## src/rtl/pc_call_stack.sv

```systemverilog
// Program counter with a hardware return-address stack.
// Handles sequential fetch, jump, call/return, stall and sticky stack error flags.
module pc_call_stack #(
   parameter int               WIDTH      = 16,
   parameter int               DEPTH      = 8,
   parameter logic [WIDTH-1:0] RESET_ADDR = '0
) (
   input  logic                       clk,
   input  logic                       rst,
   input  logic                       stall,
   input  logic                       increment,
   input  logic                       load,
   input  logic                       call,
   input  logic                       ret,
   input  logic                       clear_err,
   input  logic [WIDTH-1:0]           target,
   output logic [WIDTH-1:0]           i_addr,
   output logic [WIDTH-1:0]           stack_top,
   output logic [$clog2(DEPTH+1)-1:0] depth,
   output logic                       full,
   output logic                       empty,
   output logic                       overflow,
   output logic                       underflow
);

   localparam int DW = $clog2(DEPTH + 1);
   localparam int AW = $clog2(DEPTH);

   logic [WIDTH-1:0] stack_q [DEPTH];

   logic [WIDTH-1:0] i_addr_q, i_addr_d;
   logic [WIDTH-1:0] top_q, top_d;
   logic [DW-1:0]    depth_q, depth_d;
   logic             ovf_q, ovf_d;
   logic             unf_q, unf_d;

   logic [WIDTH-1:0] addr_inc;
   logic             is_full, is_empty;
   logic             push, ovf_set, unf_set;
   logic [AW-1:0]    push_idx, top_idx, below_idx;

   always_comb begin
      // NOTE: every signal gets a default first so no path leaves it unassigned (no latches).
      i_addr_d  = i_addr_q;
      top_d     = top_q;
      depth_d   = depth_q;
      push      = 1'b0;
      ovf_set   = 1'b0;
      unf_set   = 1'b0;

      addr_inc  = i_addr_q + WIDTH'(1);
      is_full   = (depth_q == DW'(DEPTH));
      is_empty  = (depth_q == '0);
      push_idx  = AW'(depth_q);
      top_idx   = AW'(depth_q - DW'(1));
      below_idx = AW'(depth_q - DW'(2));

      // Priority: ret > call > load > increment; stall blocks all of them.
      if (!stall) begin
         if (ret) begin
            if (is_empty) begin
               unf_set = 1'b1;
            end else begin
               i_addr_d = stack_q[top_idx];
               depth_d  = depth_q - DW'(1);
               top_d    = (depth_q > DW'(1)) ? stack_q[below_idx] : '0;
            end
         end else if (call) begin
            if (is_full) begin
               ovf_set = 1'b1;
            end else begin
               push     = 1'b1;
               depth_d  = depth_q + DW'(1);
               i_addr_d = target;
               top_d    = addr_inc;
            end
         end else if (load) begin
            i_addr_d = target;
         end else if (increment) begin
            i_addr_d = addr_inc;
         end
      end

      // A flag set in the same cycle as clear_err wins.
      ovf_d = (ovf_q & ~clear_err) | ovf_set;
      unf_d = (unf_q & ~clear_err) | unf_set;
   end

   // NOTE: sequential state uses non-blocking assignments so all flops update together.
   always_ff @(posedge clk) begin
      if (rst) begin
         i_addr_q <= RESET_ADDR;
         top_q    <= '0;
         depth_q  <= '0;
         ovf_q    <= 1'b0;
         unf_q    <= 1'b0;
      end else begin
         i_addr_q <= i_addr_d;
         top_q    <= top_d;
         depth_q  <= depth_d;
         ovf_q    <= ovf_d;
         unf_q    <= unf_d;
      end
   end

   // NOTE: the stack RAM is not reset; depth_q alone defines which entries are valid.
   always_ff @(posedge clk) begin
      if (push && !rst) begin
         stack_q[push_idx] <= addr_inc;
      end
   end

   assign i_addr    = i_addr_q;
   assign stack_top = top_q;
   assign depth     = depth_q;
   assign full      = is_full;
   assign empty     = is_empty;
   assign overflow  = ovf_q;
   assign underflow = unf_q;

endmodule

```

## config.mk

```make
export PLATFORM = sky130hd
export DESIGN_NAME = pc_call_stack
export DESIGN_NICKNAME = d
export VERILOG_FILES = /design/src/rtl/pc_call_stack.sv
export SDC_FILE = /design/constraint.sdc
export NUM_CORES = 1
export LEC_CHECK = 0
export CORE_UTILIZATION = 55
export DETAILED_ROUTE_END_ITERATION = 6
export GPL_TIMING_DRIVEN = 0
export HOLD_SLACK_MARGIN = 0.1
export PLACE_DENSITY = 0.85
export SYNTH_ARGS = -nofsm -noshare
export SYNTH_HDL_FRONTEND = slang
export SYNTH_SLANG_ARGS = --single-unit
export TNS_END_PERCENT = 10
```

## constraint.sdc

```tcl
create_clock -name clk -period 7.9 [get_ports clk]
set_clock_uncertainty 0.2 [all_clocks]
set_input_delay 2.37 -clock clk [delete_from_list [all_inputs] [get_ports clk]]
set_output_delay 2.37 -clock clk [all_outputs]
set_load 0.02 [all_outputs]
```

==> results by group <==
STA
  • RSZ-0062 raised after global routing: false
  • Final setup viols: 0
  • Count of final hold-check violations: 0
  • Pins Over Slew Limit: 0
  • Worst-margin pin slew: about 1.3 ns
  • Max Clock Freq: 165 MHz
  • Fin Hold WS: 0.287 ns
  • Final TNS setup: 0 ns
  • Minimum clock period: 6.05 ns
  • Max_slew headroom: 16.4%
  • Worst setup margin: 1.85 ns
  • Final Cycle Share: 76.6%

Route
  • Iter 0 DRT Violations: 942
  • Detailed-route via count: 5,975
  • Wire per inst: 28.4 um
  • Pre-Repair DR Iteration Count: 6
  • Final ANT Viol Nets: 0
  • Overall routed net length: about 23 mm
  • Vias per cell: 7.23
  • DRC: 0

Global route
  • First-pass GRT wire length: 34.8 mm
  • Vias in the first global route: approximately 5,900
  • Antenna violations before repair: 0
  • Total gr overflow: 0
  • Largest net degree at the start of global routing: 17
  • Total Routing Usage GR: 33.1%

Worst setup path
  • Reg2reg path depth: 9
  • Critical path buffers and inverters: 4
  • Critical setup path kind: reg2out
  • FF-to-FF setup slack: 2.36 ns
  • WP data arrival: 3.48 ns
  • Data required time of the worst path: 5.33 ns
  • Worst r2r src: depth[1]
  • Crit-path cells: clkbuf_1, clkbuf_1, inv_1, ha_1, nor2b_1, nor2b_1, clkdlybuf4s50_1
  • Critical path's largest stage delay: a little over 0.7 ns
  • Startpoint Class: flip-flop
  • Top delay family on crit path: buffers and inverters
  • CP endpoint kind: output port
  • Crit path launch: depth[1]
  • Crit path max fanout: 10
  • CP max stage cell: clkbuf_1
  • Reg2reg end: stack_q[3][13]

Pwr
  • Worst VDD drop: about 160 uV
  • Lkg Pwr: 3.17 nW
  • Cell Pwr Density: 256 nW/um^2

Floorplan
  • Die Wd: 123 um
  • Core region area: 14,100 sq um
  • Die Height: 123 um
  • Ports: between 60 and 70
  • Initial Util: 57.1%
  • Cell Rows: 43
  • Die ar.: 15,100 sq um

Placed design
  • Area after DPL: 8890 sq um
  • Port bufs: 62
  • Final RePlAce weighted congestion: 0.962
  • Post-DP HPWL: 15.0 mm
  • Dpl ws: around 1.7 ns

Logic synthesis
  • Post-synth EDFFs: 128
  • Ys async rst share: 0%
  • Syn. warnings: 0
  • Register area share after synthesis: 57.2%
  • Syn Area/Cell: 14.6 sq um
  • Top post-synthesis cells by area: edfxtp_1, mux4_2, dfxtp_1, mux4_1, mux2i_1
  • Syn Inst Count: 553
  • Post-synth top flop: edfxtp_1
  • Synth area leader: edfxtp_1
  • Syn nets: 586
  • Post-synthesis cell area: 8050 sq um
  • Distinct cells, synth: 53
  • Share of the synthesized area in the top cell type: 47.8%
  • Synth Register Bits: 166

Final layout
  • Multi-input gate area: between 3000 and 4000 sq um
  • Commonest non-fill, non-tap cell in the layout: edfxtp_1
  • Post-route cell area: 9420 sq um
  • Nets: ~670
  • Antenna Cells: 0
  • Most frequent cells in the layout: edfxtp_1, clkdlybuf4s50_1, nor2_1, mux4_2, dfxtp_1
  • Fill count: 921
  • Share of cells above drive strength 1: 13.9%
  • Area delta synth->final: 17.0%
  • FF/Latch Area: 4600 sq um

Hold path
  • Worst Hold Class: reg2reg
  • Hold path depth: 2
  • Critical hold path startpoint: underflow
  • Worst hold endpoint: underflow

Clock tree
  • CTS Buf Count: 17
  • Root buf cell: clkbuf_16
  • Post-CTS resize count: 0
  • CTS Hold Bufs: 0
  • TritonCTS clock tree: yes
  • Post-CTS Setup Inserts: 0
  • Clk Latency, worst-skew pair: 0.43 ns
  • Htree depth: 4
  • Clk slew on worst S/H paths: 0.07 ns
  • Clock tree buffer depth: 2
  • Clock sinks: 166

Run
  • Max Cap Viol: 0

Outcome
  • Status: completed
==> registers in the layout, summed over array words and instances, names as in the netlist <==
signal,cells
stack_q,128
i_addr,16
stack_top,16
depth,4
overflow,1
underflow,1
==> how the worst max path moves through the flow <==
stage / endpoint / slack [ns] / cells past startpoint
after CTS: empty / 1.95 / 7
after global routing: empty / 1.76 / 7
final: empty / 1.85 / 7
after floorplan: stack_q[0][0] / 3.42 / 6
after detailed placement: stack_q[3][0] / 1.68 / 7
after global placement: stack_q[0][13] / 1.70 / 7
==> report_power, final <==
part           switching, mW  leakage [nW]  total (mW)  internal (mW)
clock                  0.331         0.251       0.755          0.424
sequential            0.0334          1.48        1.02          0.990
combinational          0.365          1.43       0.630          0.265
total                  0.729          3.17        2.41           1.68
==> synth_stat cells (all sizes together), types with 2 or more instances <==
master / count
a2111oi: 3
a211o: 2
a211oi: 7
a21oi: 17
a221o: 6
a221oi: 7
a22oi: 2
a31oi: 10
a32oi: 2
a41oi: 2
and3: 13
buf: 13
clkbuf: 26
dfxtp: 38
edfxtp: 128
ha: 9
inv: 14
mux2i: 25
mux4: 60
nand2: 16
nand3: 12
nand4: 3
nor2: 51
nor2b: 5
nor3: 4
nor4: 4
o21ai: 32
o221a: 2
o221ai: 4
o31ai: 2
or3: 2
xnor2: 8
xor2: 11
==> worst min-delay path: cells and delay by family, from the launching register on <==
family          cells  cell delay (ns)
compound gates      1             0.05
flops               1             0.33
simple gates        1             0.07
==> metal layers <==
| layer | vias up | wire (um) | GRT usage, % | part of all wire, % |
|---|---|---|---|---|
| met3 | 137 | 3060 | 7.10 | 13 |
| met2 | 556 | 10800 | 51.2 | 46 |
| met1 | 2887 | 8180 | 42.9 | 35 |
| met4 | 0 | 1380 | 21.0 | 5.9 |
| li1 | 2395 | - | - | - |
| met5 | - | 0 | 0 | 0 |
==> logic make-up (layout without fill, tap and decap cells) <==
| family | Yosys count | after routing | share of synthesized area [%] |
|---|---|---|---|
| simple gates | 113 | 113 | 6.47 |
| buf+inv | 54 | 147 | 2.75 |
| xor+xnor | 19 | 19 | 2.30 |
| fa+ha+maj | 9 | 9 | 1.40 |
| compound gates | 106 | 106 | 9.14 |
| mux | 86 | 86 | 20.7 |
| flops | 166 | 166 | 57.2 |
==> cell type report <==
type | count | share of cell area [%]
Inverter | 15 | 0.598
Buffer | 39 | 1.75
Multi-Input combinational cell | 333 | 34.2
Tap cell | 180 | 2.39
Timing Repair Buffer | 62 | 6.59
Sequential cell | 166 | 48.9
Clock buffer | 19 | 4.60
Clock inverter | 12 | 0.943
==> metrics by stage <==
step                      std cells  utilization [%]  power [mW]
after global placement          795             63.1        1.63
after floorplan                 553                -        1.44
final                           826             66.8        2.41
after detailed placement        795             63.1        1.64
after CTS                       826             66.8        2.38
after global routing            826             66.8        2.47
No activity file was read; power rests on OpenSTA's default activity.
